===== src/rtl/race_sequencer.sv =====
// Game-flow controller for the racer pipeline: splash -> car select -> control select
// -> countdown -> race -> finish, driven by button edges, frame-end and lap pulses.
module race_sequencer #(
  parameter int NUM_CARS      = 4,
  parameter int LAPS          = 3,
  parameter int COUNT_FRAMES  = 60,
  parameter int FINISH_FRAMES = 300
) (
  input  logic        pclk,
  input  logic        rst,
  input  logic        frame_ended,
  input  logic [3:0]  key,
  input  logic        lap_cross,
  output logic        splash_visible,
  output logic        car_select_visible,
  output logic        control_select_visible,
  output logic        track_visible,
  output logic        player_visible,
  output logic        race_active,
  output logic [1:0]  car_sel,
  output logic        ctl_sel,
  output logic [1:0]  countdown,
  output logic [2:0]  lap_count,
  output logic [15:0] race_time
);

  localparam int FMAX = (COUNT_FRAMES > FINISH_FRAMES) ? COUNT_FRAMES : FINISH_FRAMES;
  localparam int CW   = $clog2(FMAX + 1);
  localparam logic [CW-1:0] CF_LAST  = CW'(COUNT_FRAMES - 1);
  localparam logic [CW-1:0] FF_LAST  = CW'(FINISH_FRAMES - 1);
  localparam logic [1:0]    CAR_LAST = 2'(NUM_CARS - 1);
  localparam logic [2:0]    LAPS_W   = 3'(LAPS);

  typedef enum logic [2:0] {
    S_SPLASH, S_CAR_SEL, S_CTL_SEL, S_COUNTDOWN, S_RACE, S_FINISH
  } state_t;

  state_t        state_q, state_d;
  logic [3:0]    key_q;
  logic [1:0]    car_q, car_d;
  logic          ctl_q, ctl_d;
  logic [1:0]    cd_q, cd_d;
  logic [2:0]    lap_q, lap_d;
  logic [15:0]   time_q, time_d;
  logic [CW-1:0] cnt_q, cnt_d;
  logic [5:0]    vis_q, vis_d;

  logic [3:0] press;
  logic       p_u, p_d, p_r, p_l;

  // key is {R, L, D, U}; only the highest-priority press (U > D > R > L) acts
  assign press = key & ~key_q;
  assign p_u   = press[0];
  assign p_d   = press[1] & ~press[0];
  assign p_r   = press[3] & ~|press[1:0];
  assign p_l   = press[2] & ~press[3] & ~|press[1:0];

  always_comb begin
    state_d = state_q;
    car_d   = car_q;
    ctl_d   = ctl_q;
    cd_d    = cd_q;
    lap_d   = lap_q;
    time_d  = time_q;
    cnt_d   = cnt_q;
    case (state_q)
      S_SPLASH: begin
        if (|press) state_d = S_CAR_SEL;
      end
      S_CAR_SEL: begin
        if (p_u)      state_d = S_CTL_SEL;
        else if (p_d) state_d = S_SPLASH;
        else if (p_r) car_d = (car_q == CAR_LAST) ? 2'd0 : car_q + 2'd1;
        else if (p_l) car_d = (car_q == 2'd0) ? CAR_LAST : car_q - 2'd1;
      end
      S_CTL_SEL: begin
        if (p_u) begin
          state_d = S_COUNTDOWN;
          cd_d    = 2'd3;
          cnt_d   = '0;
        end else if (p_d) begin
          state_d = S_CAR_SEL;
        end else if (p_r || p_l) begin
          ctl_d = ~ctl_q;
        end
      end
      S_COUNTDOWN: begin
        if (frame_ended) begin
          if (cnt_q == CF_LAST) begin
            cnt_d = '0;
            if (cd_q == 2'd1) begin
              state_d = S_RACE;
              cd_d    = 2'd0;
              lap_d   = 3'd0;
              time_d  = 16'd0;
            end else begin
              cd_d = cd_q - 2'd1;
            end
          end else begin
            cnt_d = cnt_q + CW'(1);
          end
        end
      end
      S_RACE: begin
        if (frame_ended && (time_q != 16'hFFFF)) time_d = time_q + 16'd1;
        if (lap_cross) begin
          lap_d = lap_q + 3'd1;
          if (lap_q + 3'd1 == LAPS_W) begin
            state_d = S_FINISH;
            cnt_d   = '0;
          end
        end
      end
      S_FINISH: begin
        if (p_u) begin
          state_d = S_SPLASH;
        end else if (frame_ended) begin
          if (cnt_q == FF_LAST) begin
            state_d = S_SPLASH;
            cnt_d   = '0;
          end else begin
            cnt_d = cnt_q + CW'(1);
          end
        end
      end
      default: state_d = S_SPLASH;
    endcase
  end

  // visibility flags {splash, car, ctl, track, player, active}, registered from next state
  always_comb begin
    vis_d = 6'b100000;
    case (state_d)
      S_SPLASH:    vis_d = 6'b100000;
      S_CAR_SEL:   vis_d = 6'b010000;
      S_CTL_SEL:   vis_d = 6'b001000;
      S_COUNTDOWN: vis_d = 6'b000110;
      S_RACE:      vis_d = 6'b000111;
      S_FINISH:    vis_d = 6'b000110;
      default:     vis_d = 6'b100000;
    endcase
  end

  always_ff @(posedge pclk or negedge rst) begin
    if (!rst) begin
      state_q <= S_SPLASH;
      key_q   <= 4'b1111;
      car_q   <= 2'd0;
      ctl_q   <= 1'b0;
      cd_q    <= 2'd0;
      lap_q   <= 3'd0;
      time_q  <= 16'd0;
      cnt_q   <= '0;
      vis_q   <= 6'b100000;
    end else begin
      state_q <= state_d;
      key_q   <= key;
      car_q   <= car_d;
      ctl_q   <= ctl_d;
      cd_q    <= cd_d;
      lap_q   <= lap_d;
      time_q  <= time_d;
      cnt_q   <= cnt_d;
      vis_q   <= vis_d;
    end
  end

  assign splash_visible         = vis_q[5];
  assign car_select_visible     = vis_q[4];
  assign control_select_visible = vis_q[3];
  assign track_visible          = vis_q[2];
  assign player_visible         = vis_q[1];
  assign race_active            = vis_q[0];
  assign car_sel                = car_q;
  assign ctl_sel                = ctl_q;
  assign countdown              = cd_q;
  assign lap_count              = lap_q;
  assign race_time              = time_q;

endmodule


===== config.mk =====
export PLATFORM = sky130hd
export DESIGN_NAME = race_sequencer
export DESIGN_NICKNAME = d
export VERILOG_FILES = /design/src/rtl/race_sequencer.sv
export SDC_FILE = /design/constraint.sdc
export NUM_CORES = 1
export LEC_CHECK = 0
export ABC_CLOCK_PERIOD_IN_PS = 2600
export BUFFER_PORTS_ARGS = -buffer_cell sky130_fd_sc_hd__buf_2
export CORE_UTILIZATION = 55
export DETAILED_ROUTE_END_ITERATION = 12
export PLACE_DENSITY = 0.8
export SLEW_MARGIN = 0
export SYNTH_ARGS = -nofsm -noshare
export SYNTH_HDL_FRONTEND = slang
export SYNTH_SLANG_ARGS = --single-unit

===== constraint.sdc =====
create_clock -name pclk -period 2.6 [get_ports pclk]
set_input_delay 0.65 -clock pclk [delete_from_list [all_inputs] [get_ports pclk]]
set_output_delay 0.65 -clock pclk [all_outputs]
set_load 0.02 [all_outputs]

### Yosys cells after proc, flatten, opt, wreduce, memory -nomap -nowiden

Index checks and enable logic that the tools add are counted.

* bitwise gates (word level): 10
* muxes and demuxes: 43
* reduce and logical (&&, ||, !) cells: 18
* eq/ne operators: 25
* add/sub/neg operators: 6

Operators with widths (count)
* 9-bit two-way mux: 8
* 16-bit two-way mux: 4
* 3-bit two-way mux: 17
* 9-bit case mux with 4 select lines: 1
* 16-bit case mux with 2 select lines: 1
* 6-bit case mux with 4 select lines: 1
* 2-bit inequality test (second input constant): 9
* 3-bit case mux with 6 select lines: 1
* 16-bit by 1-bit adder with 16-bit output (second input constant): 1
* 2-bit two-way mux: 8
* 16-bit inequality test (second input constant): 1
* 3-bit by 2-bit == test with 1-bit output (second input constant): 5
* 3-bit == test (second input constant): 4
* 4-bit AND reduction: 3
* 5-bit AND reduction: 2
* 9-bit by 1-bit adder with 9-bit output (second input constant): 1
* 9-bit by 6-bit == test with 1-bit output (second input constant): 1
* 9-bit == test (second input constant): 1
* 7-bit AND reduction: 1
* 3-bit by 1-bit == test with 1-bit output (second input constant): 2
* 3-bit case mux with 2 select lines: 1
* 2-bit nonzero test: 3
* 1-bit AND: 4
* 4-bit AND: 1
* 16 further kinds: 21

* word-level logic and storage cells: 111
* input port bits: 8
* output and inout bits: 30
* bits in registers: 46

### Longest topological paths before layout

Gate-level depths: netlist (run 1).

* depth after elaboration: 10
* mapped depth: 8
* gate-level depth less buffers: 7

### Worst setup path before layout (run 1)

OpenSTA, ideal clock, no wires.

* kind: input port to flip-flop
* start point: input key[0]
* end point: register cnt_q[0]
* arrival time: 1.850 ns
* setup slack: 0.625 ns
* stages on the path: 7
* path buffers: 2
* library setup time: 0.125 ns
* required time: 2.475 ns
* path through: nor2b_1 > clkbuf_1 > a221o_1 > o211ai_2 > nor2b_1 > buf_2 > mux2_2

* cells in the longest elaborated chain, start to end: 3
* elaborated cells between the ends (all ways): 4
* those cells by class: eq/ne: 2; bitwise: 1; reduce/logical: 1

RTL lines
* start: declaration: line 12 `input logic [3:0] key,`
* 4-bit AND (*): line 52 `assign press = key & ~key_q;`
* 2-bit inequality test (no line)
* 7-bit AND reduction (no line) (*)
* end signal: assignment: line 163 `cnt_q <= cnt_d;`
* end: declaration: line 45 `logic [CW-1:0] cnt_q, cnt_d;`

Every way passes the cells marked *; elsewhere a longest branch is shown, timed or not.
A chain may end at the register's enable or synchronous reset.

### Final worst setup path (run 1)

* start point: register lap_q[0], in the netlist lap_count[0]
* end point: register cnt_q[1]

* cells in the longest elaborated chain, start to end: 4

RTL lines
* start: declaration: line 43 `logic [2:0] lap_q, lap_d;`
* start signal: assignment: line 161 `lap_q <= lap_d;`
* 3-bit by 1-bit adder with 3-bit output: line 108 `if (lap_q + 3'd1 == LAPS_W) begin`
* 3-bit by 2-bit == test with 1-bit output: line 108
* 2-bit inequality test (no line)
* 7-bit AND reduction (no line)

No other way between the ends.

==> impl_metrics.toml, run 1 <==
[synthesis]
seq_area_frac_synth_pct = 44.8
synth_area_leader_cell = "dfrtp_1"
synthFlopType = "dfrtp_1"
netlist_area_um2 = 2530
ys_ff_latch = 45
netlist.area_leader.share_pct = 39.6
syn_inst = 260
ys_top_cells_by_area = "dfrtp_1 (40%), dfstp_2 (5.2%), nor2_1 (3.6%)"
synth_cell_types = 59
synth_edf_count = 0
postSynthAreaPerCell_um2 = 9.73
synth_nets = 275
yosys_warnings = 0
async_flop_share_pct = 100

[timing]
hold_slack_ns = 0.308
rsz0062_at_grt = "no"
setup_violations = 0
skew_ns = 0.00816
finalSetupTns_ns = 0
hold_viol = 0
max_freq_mhz = 455
worstMarginPinSlew_ns = 0.621
final.period_utilization_pct = 84.6
slew_violations = 0
max_slew_margin_pct = 58.5
min_period_ns = 2.20

[drt]
routedWlPerCell_um = 14.1
vias = 2054
via_per_inst = 5.85
antenna_left = 0
wirelength_um = 4940
drc = 0
dr.first_iter.drc_count = 92
dr.pass1.iters = 4

[power]
p_per_area_nw_per_um2 = 693
p_leak_uw = 0.00142
max-vdd-ir-drop_uv = 497

[critical_path]
worstPathMaxFanout = 10
critPathArrivalTime_ns = 2.44
ff2ff_path_depth = 6
crit_type = "reg -> reg"
r2r-end = "cnt_q[1]"
crit_end = "cnt_q[1]"
reg2reg_from = "lap_count[0]"
start_kind = "flop"
r2r_slack_ns = 0.40
critPathCaptureType = "flop"
required_ns = 2.84
startpoint = "lap_count[0]"

[finish]
n_fill_cell = 355
diodes = 0
layout.nets = 313
area_delta_synth_final_pct = 13.5
multiInputGateArea_um2 = 1290
layout-drive-gt1-share_pct = 20.7
regArea_um2 = 1130

[floorplanning]
ios = 38
die-area_um2 = 4870
coreArea_um2 = 4380
start_util_pct = 57.7
num_rows = 24
die_x_um = 69.8
dieHeight_um = 69.8

[placement]
portBuffers = 37
place.gp.congestion = 0.822
post-dp-hpwl_um = 3620

[grt]
grt_max_degree = 25
antenna_found_initial = 0
grt_pass1_wl_um = 8680
overflow = 0
grtUsageTotal_pct = 22.4
grt_pass1_vias = 1878

[clock_tree]
htreeDepth = 2
ctsResizeCount = 0
numCtsBuffers = 5
postCtsSetupBuffers = 0
clk_latency_ns = 0.31
clockRootBuffer = "clkbuf_8"
cts.clk_slew.worst_paths_ns = 0.09
hold_buffers = 0
clock_sinks = 45
cts_tree = "yes"
cts_buffer_depth = 2

[flow_run]
drv_cap = 0

[worst_hold_path]
hold_path_class = "in -> async"

[outcome]
status = "finished, final reports clean"
-- through the flow --
stage	cell area, um^2	cells	total power, uW	utilization, %	worst slack (ns)
finish	2870	351	1990	65.5	0.401
global route	2870	351	2110	65.5	0.275
detailed placement	2760	343	1460	62.8	0.377
global placement	2760	343	1450	62.8	0.418
CTS	2870	351	2000	65.5	0.418
floorplan	2530	260	1330	-	0.625
-- critical path: stages, from the launching register on --
cell and delay (ns):
dfrtp_1 0.43, ha_1 0.24, xnor2_1 0.23, a221o_1 0.21
o211ai_2 0.20, nor2b_1 0.56, a32o_1 0.26
-- cell type report --
| type | count | area share, % |
|---|---|---|
| repair buffers | 41 | 7.93 |
| clock buffers | 5 | 2.40 |
| flip-flops and latches | 45 | 39.5 |
| inverters | 10 | 1.31 |
| multi-input cells | 195 | 45.0 |
| well taps | 52 | 2.27 |
| clock inverters | 3 | 1.61 |
-- sequential cells by signal, indices dropped and copies added, names as in the netlist --
register / flops
cnt_q: 9
lap_count: 3
race_time: 16
state_q: 3
countdown: 2
car_sel: 2
key_q: 4
ctl_sel: 1
vis_q: 5
-- cells in the mapped netlist (all sizes together) (4+ instances only) --
| library cell | instances |
|---|---|
| buf | 6 |
| dfstp | 5 |
| nor2 | 24 |
| nand4 | 10 |
| nor2b | 6 |
| nand2 | 19 |
| and2 | 8 |
| o21ai | 15 |
| o211ai | 4 |
| ha | 7 |
| dfrtp | 40 |
| xnor2 | 5 |
| a21o | 5 |
| nand3 | 15 |
| clkbuf | 4 |
| xor2 | 8 |
| and4 | 4 |
| nor3 | 4 |
| nand2b | 6 |
| inv | 10 |
| a22o | 7 |
| and3 | 7 |
| a21oi | 5 |
-- cells in the final DEF, fill, tap and decap left out, types with 2 or more instances in the layout --
cell type / instances
a21oi_1: 4
o2111ai_1: 2
mux2i_1: 3
a21boi_1: 2
o211ai_1: 3
dfrtp_1: 40
and3_1: 6
nand2_1: 19
a211o_1: 2
buf_4: 3
nand3_1: 15
a31oi_1: 2
inv_1: 10
nor2b_1: 5
nor2_1: 24
xor2_1: 8
clkbuf_8: 5
and4_1: 4
a21o_1: 5
xnor2_1: 5
or4_1: 2
and2_1: 7
nor3_1: 3
dfstp_2: 5
buf_2: 37
nand2b_1: 6
a22o_1: 7
ha_1: 7
and4b_1: 2
nand3b_1: 2
nand4_1: 10
o21ai_0: 14
-- cells by family after synthesis --
group,count (synthesis),synth area share [%]
muxes,5,2.08
AOI/OAI and AO/OA,52,14.6
and+or+nand+nor,118,26.5
xor gates and xnor gates,13,4.50
DFF,45,44.8
buffers and inverters,20,4.11
adders and majority gates,7,3.46
-- where the power goes --
part | internal, uW | switching (uW)
clock network | 288 | 251
registers | 781 | 86.3
logic | 239 | 343
-- routing by layer --
| layer | part of all wire (%) | global-route usage, % | wire, um | vias up |
|---|---|---|---|---|
| li1 | - | - | - | 1015 |
| met1 | 46 | 30.1 | 2290 | 977 |
| met2 | 48 | 34.5 | 2370 | 56 |
| met3 | 4.7 | 5.23 | 233 | 6 |
| met4 | 0.97 | 10.2 | 48 | 0 |
| met5 | 0 | 0 | 0 | - |
-- how the worst min path moves through the flow --
stage	startpoint	endpoint	slack (ns)	cells after the start
2_1_floorplan	rst	car_sel[0]	0.35	0
3_3_place_gp	ctl_sel	ctl_sel	0.47	1
3_5_place_dp	ctl_sel	ctl_sel	0.47	1
4_1_cts	rst	race_time[7]	0.32	1
5_1_grt	rst	race_time[6]	0.33	1
6_report	rst	race_time[6]	0.31	1
Note: power is estimated with default switching activity, not from simulation.
==> run 2: changes to the inputs <==
--- a/config.mk
+++ b/config.mk
@@ -5,7 +5,7 @@
 export SDC_FILE = /design/constraint.sdc
 export NUM_CORES = 1
 export LEC_CHECK = 0
-export ABC_CLOCK_PERIOD_IN_PS = 2600
+export ABC_CLOCK_PERIOD_IN_PS = 2250
 export BUFFER_PORTS_ARGS = -buffer_cell sky130_fd_sc_hd__buf_2
 export CORE_UTILIZATION = 55
 export DETAILED_ROUTE_END_ITERATION = 12
==> constraint.sdc (replaced) <==
create_clock -name pclk -period 2.25 [get_ports pclk]
set_input_delay 0.5625 -clock pclk [delete_from_list [all_inputs] [get_ports pclk]]
set_output_delay 0.5625 -clock pclk [all_outputs]
set_load 0.02 [all_outputs]
==> run 2 against run 1 <==
  * Global-route usage is 0.25 points higher
  * Non-clock buffer count grew 4
  * Via count increased by 1.8%
  * Sequential cell count stayed put
  * Clock skew rose by 0.0055 ns
  * Sequential share of layout area shrank 0.66 points
  * Critical path type unchanged
  * Clock-buffer cell count unchanged
==> impl_metrics.toml, run 2 (synthesis results as in run 1) <==
[floorplanning]
ios = 38
coreArea_um2 = 4380
num_rows = 24
die-area_um2 = 4870
start_util_pct = 57.7
dieHeight_um = 69.8
die_x_um = 69.8

[worst_hold_path]
hold_path_class = "in -> async"

[placement]
post-dp-hpwl_um = 3840
portBuffers = 37
place.gp.congestion = 0.831

[timing]
worstMarginPinSlew_ns = 0.595
hold_viol = 0
slew_violations = 0
skew_ns = 0.0136
finalSetupTns_ns = 0
rsz0062_at_grt = "no"
final.period_utilization_pct = 92.8
max_freq_mhz = 479
setup_violations = 0
min_period_ns = 2.09
hold_slack_ns = 0.234
max_slew_margin_pct = 60.3

[grt]
grt_pass1_vias = 1936
grtUsageTotal_pct = 22.7
overflow = 0
grt_pass1_wl_um = 8760
antenna_found_initial = 0
grt_max_degree = 25

[finish]
largest_register_ffs = 16
layout-drive-gt1-share_pct = 21.8
multiInputGateArea_um2 = 1290
diodes = 0
fin_util_pct = 66.6
final_common_cell = "dfrtp_1"
n_fill_cell = 365
layout.nets = 317
final_cell_mix = "dfrtp_1 (40), buf_2 (37), nor2_1 (24)"
area_delta_synth_final_pct = 15.4
regArea_um2 = 1130

[clock_tree]
cts_tree = "yes"
htreeDepth = 2
hold_buffers = 0
numCtsBuffers = 5
clock_sinks = 45
clk_latency_ns = 0.30
cts.clk_slew.worst_paths_ns = 0.09
clockRootBuffer = "clkbuf_8"
postCtsSetupBuffers = 0
ctsResizeCount = 0
cts_buffer_depth = 2

[drt]
dr.pass1.iters = 4
via_per_inst = 5.89
dr.first_iter.drc_count = 103
vias = 2090
drc = 0
wirelength_um = 5240
routedWlPerCell_um = 14.8
antenna_left = 0

[power]
intPower_uw = 1640
p_leak_uw = 0.00145
p_per_area_nw_per_um2 = 830
swShare_pct = 32.1
max-vdd-ir-drop_uv = 596
p_seq_share_pct = 40.8
power_uw = 2420
clock_power_share_pct = 29.6
switchingPower_uw = 778
p_comb_share_pct = 29.6

[critical_path]
worstPathMaxFanout = 10
critPathCaptureType = "flop"
start_kind = "flop"
crit_type = "reg -> reg"
required_ns = 2.49
critPathArrivalTime_ns = 2.33
startpoint = "state_q[1]"
reg2reg_from = "state_q[1]"

[outcome]
status = "finished, final reports clean"

[flow_run]
drv_cap = 0
==> run 2: worst max-delay path, cell delays in order (launching register included) <==
cell and delay [ns]:
dfrtp_1 0.48, and2b_1 0.30, o21ai_1 0.14, a21oi_2 0.29, nor2b_1 0.55, mux2_2 0.26
==> run 2: routing by layer <==
metal	vias up	track usage [%]	part of all wire [%]
li1	1023	-	-
met1	1001	27.9	43
met2	58	38.0	50
met3	8	5.38	4.7
met4	0	9.56	1.9
met5	-	0	0
==> run 2: through the flow <==
step,worst slack [ns],std cells,area [um^2]
after CTS,0.180,355,2920
final,0.161,355,2920
after global placement,0.241,347,2790
after global routing,0.00109,355,2920
after detailed placement,0.203,347,2790
after floorplan,0.286,260,2530
==> run 2: power by group through the flow <==
stage / sequential, uW / clock (uW) / combinational, uW
finish: 988 / 716 / 717
global route: 1000 / 765 / 792
CTS: 986 / 729 / 720
detailed placement: 1000 / 0 / 717
global placement: 999 / 0 / 702
floorplan: 1040 / 0 / 496
==> run 2: final timing paths <==
| path | slack [ns] | cells after the start | end |
|---|---|---|---|
| max | 0.16 | 5 | cnt_q[0] |
| min | 0.23 | 1 | race_time[6] |
| max reg2reg | 0.16 | 5 | cnt_q[0] |
| min reg2reg | 0.48 | 1 | ctl_sel |
| max in group asynchronous | 1.50 | 2 | lap_count[1] |
| min in group pclk | 0.38 | 1 | key_q[2] |
==> run 2: final cells by class <==
type / instances / area share [%]
timing repair buffer: 45 / 8.83
tap: 52 / 2.23
sequential: 45 / 38.8
clock buffer: 5 / 2.36
inverter: 10 / 1.29
multi-input combinational: 195 / 44.3
clock inverter: 3 / 2.23
